### src/rtl/gbt_frame_pkg.sv
// Shared definitions for the GBT e-link frame builder: frame layout, headers,
// FSM encoding and the PRBS-7 payload generator.
package gbt_frame_pkg;

  localparam int unsigned FRAME_W   = 112;
  localparam int unsigned PAYLOAD_W = 96;
  localparam int unsigned SEQ_W     = 4;
  localparam int unsigned PRBS_W    = 7;

  localparam logic [7:0] HDR_DATA  = 8'h5A;
  localparam logic [7:0] HDR_IDLE  = 8'hC5;
  localparam logic [7:0] HDR_SYNC  = 8'hA3;
  localparam logic [7:0] HDR_PRBS  = 8'h96;
  localparam logic [7:0] SYNC_FILL = 8'hA3;

  localparam logic [PRBS_W-1:0] PRBS_SEED = 7'h7F;

  typedef enum logic [1:0] {
    ST_WAIT_RDY = 2'b00,
    ST_SYNC     = 2'b01,
    ST_RUN      = 2'b10
  } state_e;

  // One frame as seen by the serializer; byte k of the vector drives e-link k.
  typedef struct packed {
    logic [7:0]           header;
    logic [SEQ_W-1:0]     seq;
    logic                 almost_full;
    logic [2:0]           state;
    logic [PAYLOAD_W-1:0] payload;
  } frame_t;

  typedef struct packed {
    logic [PRBS_W-1:0]    state;
    logic [PAYLOAD_W-1:0] bits;
  } prbs_step_t;

  // Advance PRBS-7 (x^7 + x^6 + 1) by 96 steps; the first generated bit lands in bits[95].
  function automatic prbs_step_t prbs7_next96(input logic [PRBS_W-1:0] seed);
    prbs_step_t       r;
    logic [PRBS_W-1:0] s;
    logic             fb;
    s      = seed;
    r.bits = '0;
    for (int i = 0; i < int'(PAYLOAD_W); i++) begin
      fb     = s[6] ^ s[5];
      r.bits = {r.bits[PAYLOAD_W-2:0], fb};
      s      = {s[5:0], fb};
    end
    r.state = s;
    return r;
  endfunction

endpackage

### src/rtl/gbt_tx_fifo.sv
// Synchronous payload FIFO with registered full/empty/ready flags and occupancy.
// Read data is presented combinationally from the head entry so a pop and its
// data are consumed on the same edge.
module gbt_tx_fifo #(
  parameter  int unsigned DEPTH = 8,
  parameter  int unsigned WIDTH = 96,
  localparam int unsigned AW    = $clog2(DEPTH),
  localparam int unsigned LW    = AW + 1
) (
  input  logic             clock,
  input  logic             reset_n,
  input  logic             wr_en,
  input  logic [WIDTH-1:0] wr_data,
  input  logic             rd_en,
  output logic [WIDTH-1:0] rd_data_c,
  output logic             full,
  output logic             empty,
  output logic             ready,
  output logic [LW-1:0]    level
);

  logic [WIDTH-1:0] mem [DEPTH];
  logic [AW-1:0]    wr_ptr;
  logic [AW-1:0]    rd_ptr;
  logic             do_wr_c;
  logic             do_rd_c;
  logic [LW-1:0]    level_nxt_c;
  logic             full_nxt_c;

  assign do_wr_c   = wr_en & ~full;
  assign do_rd_c   = rd_en & ~empty;
  assign rd_data_c = mem[rd_ptr];

  // Next occupancy from the accepted write/pop pair.
  always_comb begin
    level_nxt_c = level;
    if (do_wr_c && !do_rd_c) begin
      level_nxt_c = level + LW'(1);
    end else if (!do_wr_c && do_rd_c) begin
      level_nxt_c = level - LW'(1);
    end
    full_nxt_c = (level_nxt_c == LW'(DEPTH));
  end

  // Pointers, occupancy and flags; pointers wrap naturally since DEPTH is a power of 2.
  always_ff @(posedge clock or negedge reset_n) begin
    if (!reset_n) begin
      wr_ptr <= '0;
      rd_ptr <= '0;
      level  <= '0;
      full   <= 1'b0;
      empty  <= 1'b1;
      ready  <= 1'b1;
    end else begin
      if (do_wr_c) wr_ptr <= wr_ptr + AW'(1);
      if (do_rd_c) rd_ptr <= rd_ptr + AW'(1);
      level <= level_nxt_c;
      full  <= full_nxt_c;
      empty <= (level_nxt_c == '0);
      ready <= ~full_nxt_c;
    end
  end

  // Storage array; contents need no reset because the pointers gate visibility.
  always_ff @(posedge clock) begin
    if (do_wr_c) mem[wr_ptr] <= wr_data;
  end

endmodule

### src/rtl/gbt_frame_builder.sv
// GBT e-link frame builder: buffers 96-bit payload words and emits one 112-bit
// frame per frame clock (IDLE while the GBTx is not ready, SYNC burst after it
// becomes ready, then DATA/IDLE frames).
// Optional macro GBT_FRAME_PRBS_EN adds a prbs_mode input that replaces the
// RUN-state payload with a PRBS-7 test pattern.
module gbt_frame_builder
  import gbt_frame_pkg::*;
#(
  parameter  int unsigned DEPTH       = 8,
  parameter  int unsigned SYNC_FRAMES = 16,
  localparam int unsigned LVL_W       = $clog2(DEPTH) + 1
) (
  input  logic                 clock,
  input  logic                 reset_n,
  input  logic [PAYLOAD_W-1:0] din,
  input  logic                 din_valid,
  output logic                 din_ready,
  input  logic                 gbt_txrdy,
`ifdef GBT_FRAME_PRBS_EN
  input  logic                 prbs_mode,
`endif
  output logic [FRAME_W-1:0]   frame_o,
  output logic [1:0]           state_o,
  output logic [LVL_W-1:0]     fifo_level,
  output logic [15:0]          drop_cnt
);

  localparam int unsigned CNT_W = 8;

  state_e               state_q;
  state_e               state_d;
  logic [CNT_W-1:0]     sync_cnt_q;
  logic [CNT_W-1:0]     sync_cnt_d;
  logic [SEQ_W-1:0]     seq_q;
  logic [SEQ_W-1:0]     seq_d;
  frame_t               frame_d;
  logic                 txrdy_meta;
  logic                 txrdy_sync;
  logic                 pop_c;
  logic [PAYLOAD_W-1:0] fifo_rd_data_c;
  logic                 fifo_full;
  logic                 fifo_empty;
`ifdef GBT_FRAME_PRBS_EN
  logic [PRBS_W-1:0]    lfsr_q;
  logic [PRBS_W-1:0]    lfsr_d;
  prbs_step_t           prbs_step_c;
`endif

  gbt_tx_fifo #(
    .DEPTH (DEPTH),
    .WIDTH (PAYLOAD_W)
  ) u_fifo (
    .clock     (clock),
    .reset_n   (reset_n),
    .wr_en     (din_valid),
    .wr_data   (din),
    .rd_en     (pop_c),
    .rd_data_c (fifo_rd_data_c),
    .full      (fifo_full),
    .empty     (fifo_empty),
    .ready     (din_ready),
    .level     (fifo_level)
  );

  // Two-flop synchronizer for the asynchronous transmitter-ready flag.
  always_ff @(posedge clock or negedge reset_n) begin
    if (!reset_n) begin
      txrdy_meta <= 1'b0;
      txrdy_sync <= 1'b0;
    end else begin
      txrdy_meta <= gbt_txrdy;
      txrdy_sync <= txrdy_meta;
    end
  end

  // FSM state, sync counter, sequence number and outgoing frame registers.
  always_ff @(posedge clock or negedge reset_n) begin
    if (!reset_n) begin
      state_q    <= ST_WAIT_RDY;
      sync_cnt_q <= '0;
      seq_q      <= '0;
      frame_o    <= {HDR_IDLE, 8'h00, {PAYLOAD_W{1'b0}}};
    end else begin
      state_q    <= state_d;
      sync_cnt_q <= sync_cnt_d;
      seq_q      <= seq_d;
      frame_o    <= frame_d;
    end
  end

  // Next state, pop request and frame contents for the current state.
  always_comb begin
    state_d             = state_q;
    sync_cnt_d          = '0;
    seq_d               = seq_q;
    pop_c               = 1'b0;
    frame_d.header      = HDR_IDLE;
    frame_d.seq         = seq_q;
    frame_d.almost_full = (fifo_level >= LVL_W'(DEPTH - 2));
    frame_d.state       = {1'b0, state_q};
    frame_d.payload     = '0;
`ifdef GBT_FRAME_PRBS_EN
    prbs_step_c = prbs7_next96(lfsr_q);
    lfsr_d      = lfsr_q;
`endif

    case (state_q)
      ST_WAIT_RDY: begin
        if (txrdy_sync) state_d = ST_SYNC;
      end
      ST_SYNC: begin
        frame_d.header  = HDR_SYNC;
        frame_d.payload = {12{SYNC_FILL}};
        if (sync_cnt_q == CNT_W'(SYNC_FRAMES - 1)) begin
          state_d = ST_RUN;
        end else begin
          sync_cnt_d = sync_cnt_q + CNT_W'(1);
        end
      end
      ST_RUN: begin
`ifdef GBT_FRAME_PRBS_EN
        if (prbs_mode) begin
          frame_d.header  = HDR_PRBS;
          frame_d.payload = prbs_step_c.bits;
          seq_d           = seq_q + SEQ_W'(1);
          lfsr_d          = prbs_step_c.state;
        end else
`endif
        if (!fifo_empty) begin
          pop_c           = 1'b1;
          frame_d.header  = HDR_DATA;
          frame_d.payload = fifo_rd_data_c;
          seq_d           = seq_q + SEQ_W'(1);
        end
      end
      default: begin
        state_d = ST_WAIT_RDY;
      end
    endcase

    // Loss of transmitter ready aborts any state; a later rise restarts the full sync burst.
    if (!txrdy_sync) begin
      state_d    = ST_WAIT_RDY;
      sync_cnt_d = '0;
    end

`ifdef GBT_FRAME_PRBS_EN
    if (state_q != ST_RUN && state_d == ST_RUN) lfsr_d = PRBS_SEED;
`endif
  end

`ifdef GBT_FRAME_PRBS_EN
  // PRBS generator state; reseeded on reset and whenever RUN is entered.
  always_ff @(posedge clock or negedge reset_n) begin
    if (!reset_n) begin
      lfsr_q <= PRBS_SEED;
    end else begin
      lfsr_q <= lfsr_d;
    end
  end
`endif

  // Saturating count of frames that could not carry queued data.
  always_ff @(posedge clock or negedge reset_n) begin
    if (!reset_n) begin
      drop_cnt <= '0;
    end else if (state_q != ST_RUN && fifo_full && drop_cnt != 16'hFFFF) begin
      drop_cnt <= drop_cnt + 16'd1;
    end
  end

  assign state_o = state_q;

endmodule

### config.mk
export PLATFORM = sky130hd
export DESIGN_NAME = gbt_frame_builder
export DESIGN_NICKNAME = d
export VERILOG_FILES = /design/src/rtl/gbt_frame_pkg.sv /design/src/rtl/gbt_tx_fifo.sv /design/src/rtl/gbt_frame_builder.sv
export SDC_FILE = /design/constraint.sdc
export NUM_CORES = 1
export LEC_CHECK = 0
export CORE_AREA = 10 10 288 290
export CTS_CLUSTER_SIZE = 25
export DETAILED_ROUTE_END_ITERATION = 8
export DIE_AREA = 0 0 298 300
export PLACE_DENSITY = 0.61
export SYNTH_ARGS = -nofsm -noshare
export SYNTH_HDL_FRONTEND = slang
export SYNTH_SLANG_ARGS = --single-unit
### constraint.sdc
create_clock -name clock -period 21.8 [get_ports clock]
set_input_delay 2.18 -clock clock [delete_from_list [all_inputs] [get_ports clock]]
set_output_delay 2.18 -clock clock [all_outputs]
set_load 0.05 [all_outputs]
Word-level counts from Yosys, hierarchy flattened
Memories as Yosys holds them, arrays and structs flattened.
Index checks and enable logic that the tools add are counted.
Cells by class
  add/sub/neg operators: 7
  order comparisons: 1
  equality and inequality tests: 8
  mux-type cells: 16
  bitwise logic cells: 5
  reduce and logical (&&, ||, !) cells: 10
Operator list (number)
  $pmux W96 S2: 1
  $mux W96: 1
  $mux W8: 4
  $add A16 B1 Y16 const B: 1
  $ne A16 B16 Y1 const B: 1
  $pmux W8 S2: 1
  $add A4 B1 Y4 const B: 2
  $add A8 B1 Y8 const B: 1
  $eq A8 B4 Y1 const B: 1
  $mux W4: 2
  $add A3 B1 Y3 const B: 2
  $pmux W2 S3: 1
  $eq A4 B4 Y1 const B: 1
  $ge A4 B3 Y1 const B: 1
  $logic_and A1 B1 Y1: 4
  $logic_not A4 Y1: 1
  $mux W1: 4
  $mux W2: 2
  $ne A2 B2 Y1 const B: 2
  $reduce_and A2 Y1: 2
  $sub A4 B1 Y4 const B: 1
  $ne A3 B3 Y1 const B: 1
  $not A1 Y1: 3
  $and A1 B1 Y1: 2
  other kinds (4): 5
Word-level totals
  register bits after elaboration: 156
  RAM bits: 768
  input port bits: 100
  word-level logic and storage cells: 61
  memories kept: 1
Memories
  u_fifo.mem: depth 8, bits a word 96, rd ports 1, clocked after Yosys merged registers in 0, write ports 1, line gbt_tx_fifo.sv:22  | logic [WIDTH-1:0] mem [DEPTH];

Longest topological paths before layout
  depth after elaboration: 8
  mapped depth: 9
  depth with buffers taken out: 7

Modules after synthesis
A second synthesis with hierarchy kept.
Unflattened totals
  cells, all modules: 1569
  area total of the unflattened synthesis: 34677.0 um2
By module, submodules not included
  gbt_tx_fifo: instances 1, cells each 1191, area each 29552.1 um2, seq. area each 23389.9 um2
  gbt_frame_builder: instances 1, cells each 378, area each 5124.9 um2, seq. area each 3532.1 um2

Worst setup path before layout
Ideal clock, no wire load.
  path kind: input-to-reg
  start point: in din_valid
  end point: mem u_fifo.mem[0][0], enable pin
  arrival time: 9171 ps
  required time: 21132 ps
  path slack: 11960 ps
  stages on the path: 4
  path buffers: 1
  cell sequence: nor2b_1 > clkbuf_1 > nand2b_1 > nor3_1
Between the ends
  longest elaborated chain between the ends: 3
Ends and longest elaborated chain
  start: declaration: line gbt_frame_builder.sv:16  | input logic din_valid,
  $and A1 B1 Y1: line gbt_tx_fifo.sv:30  | assign do_wr_c = wr_en & ~full;
  $mux W1: line gbt_tx_fifo.sv:66  | if (do_wr_c) mem[wr_ptr] <= wr_data;
  $mux W1 (implied by the code): line gbt_tx_fifo.sv:66
  end: declaration: line gbt_tx_fifo.sv:22
No other way between the ends.

Worst setup path in the final report
  start point: in din_valid
  end point: mem u_fifo.mem[1][24], enable pin
The elaborated chain is that of the path after synthesis.

==> impl_metrics.toml <==
[status]
status = "finished clean"

[placement]
postPlaceCellArea_sq_um = 37820
placed_cells = 2877
post-dp-hpwl_mm = 41.94
io_buffers = 233
pre_cts_ws_ns = 15.68
gp_congestion = 0.7200

[clock_tree]
cts.sinks = 922
cts_tree = "done"
path_clk_slew_ns = 0.05
h-tree-depth = 3
cts_resized = 0
cts_setup_buffers = 0
postCtsHoldBufs = 0
insertion_delay_ns = 0.65
cts_buffer_depth = 3
cts_buffers = 96
cts_root_buffer = "clkbuf_16"

[worst_setup_path]
worst_path_largest_cell_delay_ns = 0.98
worstReg2RegStart = "u_fifo.rd_ptr[1]$_DFFE_PN0P_"
cp.arrival_ns = 5.61
required_ns = 22.05
reg2reg_depth = 6
path_cells = "clkdlybuf4s50_1 > nor2b_1 > nand2b_1 > nor2_4 > buf_4"
cpMaxStageDelayCell = "buf_4"
rr_endpoint = "frame_o[29]$_DFF_PN0_"
rrSetupSlack_ns = 17.37
cp-end-kind = "flop"
criticalPathCategory = "input port to flop"
path_max_fanout = 66
crit_path_start_kind = "input port"

[synthesis]
syn_nets = 1777
yosys_warnings = 0
syn_area_sq_um = 34360
syn_area_per_cell_sq_um = 20.64
synth.yosys.seq_area_share = 0.7835
synth_ff_type = "edfxtp_1"
ys_types = 53
synthArstFlopShare = 0.1670
synthCells = 1665
ys_ff_latch = 922
synth_edf_count = 768

[timing]
fin_crit_sh = 0.2462
fin_skew_ns = 0.04586
whs_ns = 0.3460
slew_viol_final = 0
timing.slew.headroom = 0.2190
timing.final.ws_setup_ns = 16.43
tns_ns = 0
max_freq_mhz = 186.3
hold_violations = 0
worst_slew_pin_slew_ns = 1.172
rsz0062_at_grt = "false"
setup_viol = 0
period_minus_slack_ns = 5.367

[layout]
utilization = 0.5328
drive_above_1_share = 0.2202
final_cells = 3058
nNetsFinal = 2047
syn2layout_area_growth_pct = 19.51
finalInstanceArea_sq_um = 41070

[power_and_ir_drop]
power.total_mw = 5.511
p_per_area_nw_per_um2 = 134.2
p_leak_nw = 13.92
irDropWorstVdd_uv = 107.8

[floorplanning]
start_util = 0.4458
num_rows = 102
die_h_um = 300
coreArea_sq_um = 77080
dieArea_sq_um = 89400
ios = 235
chipWidth_um = 298

[drt]
drt_wl_total_mm = 74.45
wl_met1_mm = 31.71
drc = 0
wl_per_cell_um = 24.35
firstDrtPassIters = 5
drtIter0Drc = 1403
top_layer_used = "met5"
num_vias = 16550
wl_met2_mm = 36.06
wl_met3_mm = 5.162
ant_nets = 0
via_per_inst = 5.413

[global_route]
overflow = 0
antenna_found_initial = 15
grt_pass1_vias = 17910
grt_pass1_wl_mm = 113.9
grt_max_degree = 75
grt_usage = 0.1654

[run]
drv_cap = 0

[worst_hold_path]
hold_start = "txrdy_meta$_DFF_PN0_"
holdPathStages = 0
min_to = "txrdy_sync$_DFF_PN0_"
hold_path.class = "flop to flop"
-- layout make-up --
cell class	instances	area (sq um)
Sequential cell	922	26930
Timing Repair Buffer	261	2544
Clock inverter	48	604.3
Tap cell	1040	1301
Clock buffer	131	2634
Antenna cell	2	5.005
Multi-Input combinational cell	648	7023
Inverter	6	22.52
Fill cell	6047	36020
-- Yosys cell counts (8+ instances only) --
master / count / area (sq um)
mux4_2: 144 / 3243
nand2_1: 34 / 127.6
nor2_1: 113 / 424.2
o22ai_1: 48 / 300.3
xnor2_1: 17 / 148.9
o31ai_1: 49 / 367.9
edfxtp_1: 768 / 23060
ha_1: 12 / 150.1
nor3_1: 10 / 50.05
xor2_1: 11 / 96.34
buf_1: 8 / 30.03
buf_4: 16 / 120.1
clkbuf_1: 31 / 116.4
buf_2: 29 / 145.1
mux2i_1: 48 / 480.5
mux2_2: 96 / 1081
dfrtp_1: 149 / 3729
-- worst max-delay path, delay by kind of cell --
kind	cells	cell delay [ns]
simple gates	3	1.88
buf+inv	2	1.51
-- layout by cell type (no fill, tap or decap), types with 7 or more instances in the layout --
master           instances
buf_4                   28
bufinv_16               11
clkbuf_1                25
clkbuf_16               96
clkbuf_8                10
clkdlybuf4s50_1        232
clkinv_1                 9
clkinv_2                16
dfrtp_1                146
edfxtp_1               768
ha_1                    12
mux2_2                  96
mux2i_1                 48
mux4_2                 144
nand2_1                 31
nand3_1                  7
nor2_1                 107
nor3_1                   8
o22ai_1                 48
o31ai_1                 49
xnor2_1                 17
xor2_1                  11
-- registers in the layout (all words and copies together), names as in the netlist, 2 cells and up --
register	count
u_fifo.wr_ptr	3
seq_q	4
u_fifo.rd_ptr	3
frame_o	109
drop_cnt	16
u_fifo.level	4
state_o	2
u_fifo.mem	768
sync_cnt_q	8
-- where the power goes --
part	total, mW	switching [mW]	leakage, nW	internal, mW
Combinational	1.49	0.898	3.30	0.596
Clock	1.65	0.672	1.58	0.983
Sequential	2.36	0.132	9.03	2.23
Total	5.51	1.70	13.9	3.81
-- cell families after synthesis --
| kind of cell | synth area share |
|---|---|
| AOI/OAI and AO/OA | 0.02451 |
| xor gates and xnor gates | 0.007137 |
| adders and majority gates | 0.004369 |
| buffers and inverters | 0.01416 |
| DFF | 0.7835 |
| muxes | 0.1403 |
| other | 0.0001091 |
| and+or+nand+nor | 0.02596 |
-- how the worst max path moves through the flow --
stage	slack, ns	cells past startpoint	from	to
floorplan	11.96	4	din_valid	u_fifo.mem[0][0]$_DFFE_PP_
global placement	15.70	5	din_valid	u_fifo.mem[6][14]$_DFFE_PP_
detailed placement	15.68	5	din_valid	u_fifo.mem[1][29]$_DFFE_PP_
CTS	16.35	5	din_valid	u_fifo.mem[1][1]$_DFFE_PP_
global route	16.14	5	din_valid	u_fifo.mem[1][24]$_DFFE_PP_
finish	16.43	5	din_valid	u_fifo.mem[1][24]$_DFFE_PP_
-- routing by layer --
layer / GRT usage / vias up
li1: - / 7225
met1: 0.2204 / 8728
met2: 0.2698 / 461
met3: 0.04161 / 120
met4: 0.04344 / 20
met5: 0 / -
No activity file was read; power rests on OpenSTA's default activity.
==> patch 1: new RTL, config.mk and constraints unchanged <==
Add a define of `GBT_FRAME_PRBS_EN`.
--- a/src/rtl/gbt_frame_builder.sv
+++ b/src/rtl/gbt_frame_builder.sv
@@ -3,6 +3,8 @@
 // becomes ready, then DATA/IDLE frames).
 // Optional macro GBT_FRAME_PRBS_EN adds a prbs_mode input that replaces the
 // RUN-state payload with a PRBS-7 test pattern.
+`define GBT_FRAME_PRBS_EN
+
 module gbt_frame_builder
   import gbt_frame_pkg::*;
 #(
Interface: changed (added prbs_mode); port bits go from 235 to 236. No check against the original RTL was run, so the function may have changed too.
==> patch 1 against the original RTL <==
- synthesized area up 5.9%
- hold slack better by 0.019 ns
- setup slack got worse by 0.075 ns
- global-route usage is 3.6 points higher
- core utilization rose by 2.6 points
- count of clock-buffer cells in the layout grew 11
- sequential cell count is 9 higher
- cell area rose by 4.8%
- non-clock buffer count rose by 8
- die area is the same
- clock skew is 0.014 ns lower
- routed wire length is 22% higher
- critical path type unchanged
Power is not compared: it rests on default switching activity, and its combinational part moved more than twofold at a synthesized area within 25%.
==> patch 1: results (changes against the original RTL) <==
<table>
<tr><th>Metric</th><th>Value</th></tr>
<tr><th colspan="2">Worst setup path</th></tr>
<tr><td>Internal reg-to-reg setup slack</td><td>18.05 ns (+0.68 ns)</td></tr>
<tr><td>Largest fanout on the critical path</td><td>41 (-38%)</td></tr>
<tr><td>Timing endpoint of the critical path</td><td>u_fifo.mem[4][57]</td></tr>
<tr><th colspan="2">Layout</th></tr>
<tr><td>Invs w/o clock</td><td>13 (+7)</td></tr>
<tr><td>Register cell area after layout</td><td>27,200 um^2 (+0.87%)</td></tr>
<tr><td>Proportion of final cell area spent on non-clock buffers</td><td>6.09% (-0.11 points)</td></tr>
<tr><td>Non-clock buffer total of the final layout</td><td>269 (+3.1%)</td></tr>
<tr><td>Flip-flop and latch share of the layout cell area</td><td>63.1% (-2.5 points)</td></tr>
<tr><td>Net total in the final layout</td><td>2,227 (+8.8%)</td></tr>
<tr><td>Fraction of final layout cells with drive strength greater than 1</td><td>19.6% (-2.4 points)</td></tr>
<tr><td>Number of multi-input logic gates</td><td>802 (+24%)</td></tr>
<tr><th colspan="2">Yosys</th></tr>
<tr><td>Flip-flop and latch count after synthesis</td><td>931 (+0.98%)</td></tr>
<tr><td>Synthesized netlist cell count</td><td>1,850 (+11%)</td></tr>
<tr><td>Leading post-synthesis cells by instance count</td><td>768 x sky130_fd_sc_hd__edfxtp_1, 174 x sky130_fd_sc_hd__mux4_2, 150 x sky130_fd_sc_hd__dfrtp_1, 92 x sky130_fd_sc_hd__mux2i_1, 75 x sky130_fd_sc_hd__xnor2_1</td></tr>
<tr><td>Post-Synth XOR/XNOR Area</td><td>3.32% (+2.6 points)</td></tr>
<tr><td>Synthesized-area fraction occupied by ao, oa, aoi and oai cells</td><td>3.10% (+0.65 points)</td></tr>
<tr><td>Fraction of the yosys area taken by sequential cells</td><td>74.6% (-3.7 points)</td></tr>
<tr><td>Share of synthesized flip-flops with an asynchronous set or reset</td><td>17.5% (+0.81 points)</td></tr>
<tr><th colspan="2">GRT</th></tr>
<tr><td>Met3 track demand over resource in global routing</td><td>5.05% (+0.89 points)</td></tr>
<tr><td>Met1 Usage GRT</td><td>27.9% (+5.8 points)</td></tr>
<tr><td>Met2 usage in global routing</td><td>31.7% (+4.7 points)</td></tr>
<tr><td>All-layer global routing usage</td><td>20.2% (+3.6 points)</td></tr>
<tr><td>Wire length of the first global-routing pass</td><td>134,000 um (+18%)</td></tr>
<tr><th colspan="2">Routing</th></tr>
<tr><td>WL per Instance</td><td>28.0 um (+15%)</td></tr>
<tr><td>Post-Route M1 WL</td><td>38,800 um (+22%)</td></tr>
<tr><td>Initial drt markers</td><td>1,827 (+30%)</td></tr>
<tr><td>Via/cell ratio</td><td>5.74 (+6.0%)</td></tr>
<tr><th colspan="2">Placement</th></tr>
<tr><td>Port Buffers</td><td>234 (+0.43%)</td></tr>
<tr><td>Post-DP HPWL</td><td>54,800 um (+31%)</td></tr>
<tr><th colspan="2">Status</th></tr>
<tr><td>Outcome</td><td>completed</td></tr>
</table>
[patch 1: cell types whose count changed in the layout (fill, tap and decap cells not counted), moves of 24 or more]
cell | unedited run | this run
sky130_fd_sc_hd__mux2i_1 | 48 | 92
sky130_fd_sc_hd__nor2_1 | 107 | 46
sky130_fd_sc_hd__xor2_1 | 11 | 39
sky130_fd_sc_hd__o22ai_1 | 48 | 24
sky130_fd_sc_hd__a21oi_1 | 3 | 27
sky130_fd_sc_hd__o21ai_0 | 5 | 37
sky130_fd_sc_hd__mux2_2 | 96 | 33
sky130_fd_sc_hd__o31ai_1 | 49 | 1
sky130_fd_sc_hd__mux4_2 | 144 | 174
sky130_fd_sc_hd__xnor2_1 | 17 | 75
[patch 1: stage by stage]
stage,hold slack (ns),worst slack (ns)
after global routing,0.376,16.13
after floorplan,0.331,12.00
after global placement,0.344,15.73
after detailed placement,0.343,15.66
final,0.365,16.36
after CTS,0.367,16.32
==> patch 2: new RTL, same flow settings <==
Without the edit above. Put one more register stage on the output `drop_cnt`, cleared by the reset. The value now appears one clock later. The other outputs are not delayed to match.
--- a/src/rtl/gbt_frame_builder.sv
+++ b/src/rtl/gbt_frame_builder.sv
@@ -26,6 +26,8 @@
 );
 
   localparam int unsigned CNT_W = 8;
+
+  logic [15:0] drop_cnt_s0;
 
   state_e               state_q;
   state_e               state_d;
@@ -163,13 +165,21 @@
   // Saturating count of frames that could not carry queued data.
   always_ff @(posedge clock or negedge reset_n) begin
     if (!reset_n) begin
-      drop_cnt <= '0;
-    end else if (state_q != ST_RUN && fifo_full && drop_cnt != 16'hFFFF) begin
-      drop_cnt <= drop_cnt + 16'd1;
+      drop_cnt_s0 <= '0;
+    end else if (state_q != ST_RUN && fifo_full && drop_cnt_s0 != 16'hFFFF) begin
+      drop_cnt_s0 <= drop_cnt_s0 + 16'd1;
     end
   end
 
   assign state_o = state_q;
 
+  always_ff @(posedge clock or negedge reset_n) begin
+    if (!reset_n) begin
+      drop_cnt <= '0;
+    end else begin
+      drop_cnt <= drop_cnt_s0;
+    end
+  end
+
 endmodule
 
Function: no difference found for any inputs over 4 cycles, from zero or initial values and one cycle with reset_n low; that may be too few to reach the edited logic, so the function may still have changed.
==> patch 2 against the original RTL <==
- setup slack gained 0.049 ns
- sequential cell count grew 16
- cell area grew 0.70%
- register-to-register slack gained 0.78 ns
- power shrank 0.33%
- routed wire length grew 0.31%
- synthesized area grew 0.86%
- hold slack gained 0.013 ns
- critical path type unchanged
- highest routed layer unchanged
==> patch 2: results (changes against the original RTL) <==
<table>
<tr><th>Metric</th><th>Value</th></tr>
<tr><th colspan="2">Pwr</th></tr>
<tr><td>Worst IR Drop VDD</td><td>0.0980 mV (-9.1%)</td></tr>
<tr><td>Power Density</td><td>133 nW/um^2 (-1.0%)</td></tr>
<tr><td>Standby leakage power</td><td>14.1 nW (+1.3%)</td></tr>
<tr><th colspan="2">Layout</th></tr>
<tr><td>Net total in the final layout</td><td>2,055 (+0.39%)</td></tr>
<tr><td>Fraction of final layout cells with drive strength greater than 1</td><td>21.8% (-0.23 points)</td></tr>
<tr><td>Number of inserted filler cells in the final layout</td><td>5,986 (-1.0%)</td></tr>
<tr><td>Top flop regs</td><td>u_fifo.mem (768), frame_o (109)</td></tr>
<tr><th colspan="2">GRT</th></tr>
<tr><td>All-layer global routing usage</td><td>16.7% (+0.18 points)</td></tr>
<tr><td>Pin count of the biggest net entering global routing</td><td>159 (+110%)</td></tr>
<tr><td>Wire length of the first global-routing pass</td><td>114,000 um (+0.28%)</td></tr>
<tr><th colspan="2">Placement</th></tr>
<tr><td>Final GP Congestion</td><td>0.713 (-0.99%)</td></tr>
<tr><td>Placed Cells incl. Taps</td><td>2,884 (+0.24%)</td></tr>
<tr><td>Post-DP HPWL</td><td>41,500 um (-1.0%)</td></tr>
<tr><th colspan="2">STA</th></tr>
<tr><td>Worst setup skew after layout</td><td>0.0301 ns (-0.0157 ns)</td></tr>
<tr><td>Transition time of the tightest slew-check pin</td><td>1.25 ns (+0.0756 ns)</td></tr>
<tr><th colspan="2">Worst setup path</th></tr>
<tr><td>Worst flop-to-flop path startpoint</td><td>u_fifo.full</td></tr>
<tr><td>Critical path arrival</td><td>5.57 ns (-0.04 ns)</td></tr>
<tr><td>Largest fanout on the critical path</td><td>70 (+6.1%)</td></tr>
<tr><th colspan="2">Yosys</th></tr>
<tr><td>Syn_area_per_cell</td><td>20.7 um^2 (+0.38%)</td></tr>
<tr><td>Top cells by area, synth</td><td>sky130_fd_sc_hd__edfxtp_1 67%, sky130_fd_sc_hd__dfrtp_1 12%, sky130_fd_sc_hd__mux4_2 9.4%</td></tr>
<tr><td>Fraction of the yosys area taken by sequential cells</td><td>78.8% (+0.48 points)</td></tr>
<tr><td>Leading post-synthesis cells by instance count</td><td>768 x sky130_fd_sc_hd__edfxtp_1, 165 x sky130_fd_sc_hd__dfrtp_1, 144 x sky130_fd_sc_hd__mux4_2, 119 x sky130_fd_sc_hd__nor2_1, 96 x sky130_fd_sc_hd__mux2_2</td></tr>
<tr><th colspan="2">Routing</th></tr>
<tr><td>WL per Instance</td><td>24.3 um (about the same)</td></tr>
<tr><td>Via/cell ratio</td><td>5.36 (-0.92%)</td></tr>
<tr><td>Overall via count from detail_route</td><td>16,500 (-0.53%)</td></tr>
<tr><th colspan="2">Status</th></tr>
<tr><td>Outcome</td><td>completed</td></tr>
<tr><th colspan="2">Clocking</th></tr>
<tr><td>TritonCTS Buffers</td><td>97 (+1.0%)</td></tr>
</table>
[patch 2: cell types whose count changed in the layout (fill, tap and decap cells not counted), moves of 4 or more]
cell,delta
sky130_fd_sc_hd__clkinv_2,+8
sky130_fd_sc_hd__bufinv_16,-5
sky130_fd_sc_hd__nand2_1,-6
sky130_fd_sc_hd__inv_1,+5
sky130_fd_sc_hd__dfrtp_1,+16
sky130_fd_sc_hd__nor3_1,-4
sky130_fd_sc_hd__nor2_1,+6
sky130_fd_sc_hd__buf_4,-4
sky130_fd_sc_hd__nand3_1,+4
[patch 2: worst paths after layout]
| path | endpoint | slack [ns] | depth (start not counted) |
|---|---|---|---|
| worst max-delay path | u_fifo.mem[5][62] | 16.48 | 5 |
| worst min-delay path | txrdy_sync | 0.36 | 0 |
| worst max register to register | u_fifo.mem[5][62] | 18.15 | 4 |
| worst min register to register | txrdy_sync | 0.36 | 0 |
| max in group asynchronous | drop_cnt_s0[6] | 18.57 | 2 |
| min in group asynchronous | drop_cnt[9] | 1.61 | 1 |
[patch 2: final cells by class]
class | instances | area share, %
timing repair buffer | 258 | 6.13
inverter | 11 | 0.130
clock inverter | 48 | 1.14
antenna | 2 | 0.0121
tap | 1040 | 3.15
multi-input combinational | 637 | 16.8
sequential | 938 | 66.1
clock buffer | 136 | 6.57
[patch 2: metal layers]
metal | up-vias | global-route usage [%] | share of wire (%)
li1 | 7219 | - | -
met1 | 8702 | 22.5 | 43
met2 | 435 | 27.5 | 49
met3 | 100 | 3.88 | 6.2
met4 | 10 | 4.02 | 1.5
met5 | - | 0 | 0.091
[patch 2: power breakdown]
group	switching [W]	total, W	internal, W
Combinational	0.000887	0.00148	0.000590
Sequential	0.000133	0.00240	0.00226
Clock	0.000675	0.00162	0.000945
Total	0.00169	0.00549	0.00380
[patch 2: worst max-delay path, cell delays in order]
cell,delay (ns)
sky130_fd_sc_hd__clkdlybuf4s50_1,0.49
sky130_fd_sc_hd__nor2b_1,0.52
sky130_fd_sc_hd__nand2_1,0.36
sky130_fd_sc_hd__nor2_4,0.85
sky130_fd_sc_hd__buf_4,1.04
[patch 2: cell families after synthesis]
logic type	synth area share, %
AOI/OAI and AO/OA	2.24
adders and majority gates	0.433
muxes	13.9
buffers and inverters	1.34
DFF	78.8
other	0.0108
xor gates and xnor gates	0.758
and+or+nand+nor	2.49
[patch 2: per-stage QoR]
stage          power (W)  worst slack (ns)
3_5_place_dp     0.00394             15.65
5_1_grt          0.00576             16.22
2_1_floorplan    0.00347             12.03
6_report         0.00549             16.48
4_1_cts          0.00558             16.34
3_3_place_gp     0.00392             15.69
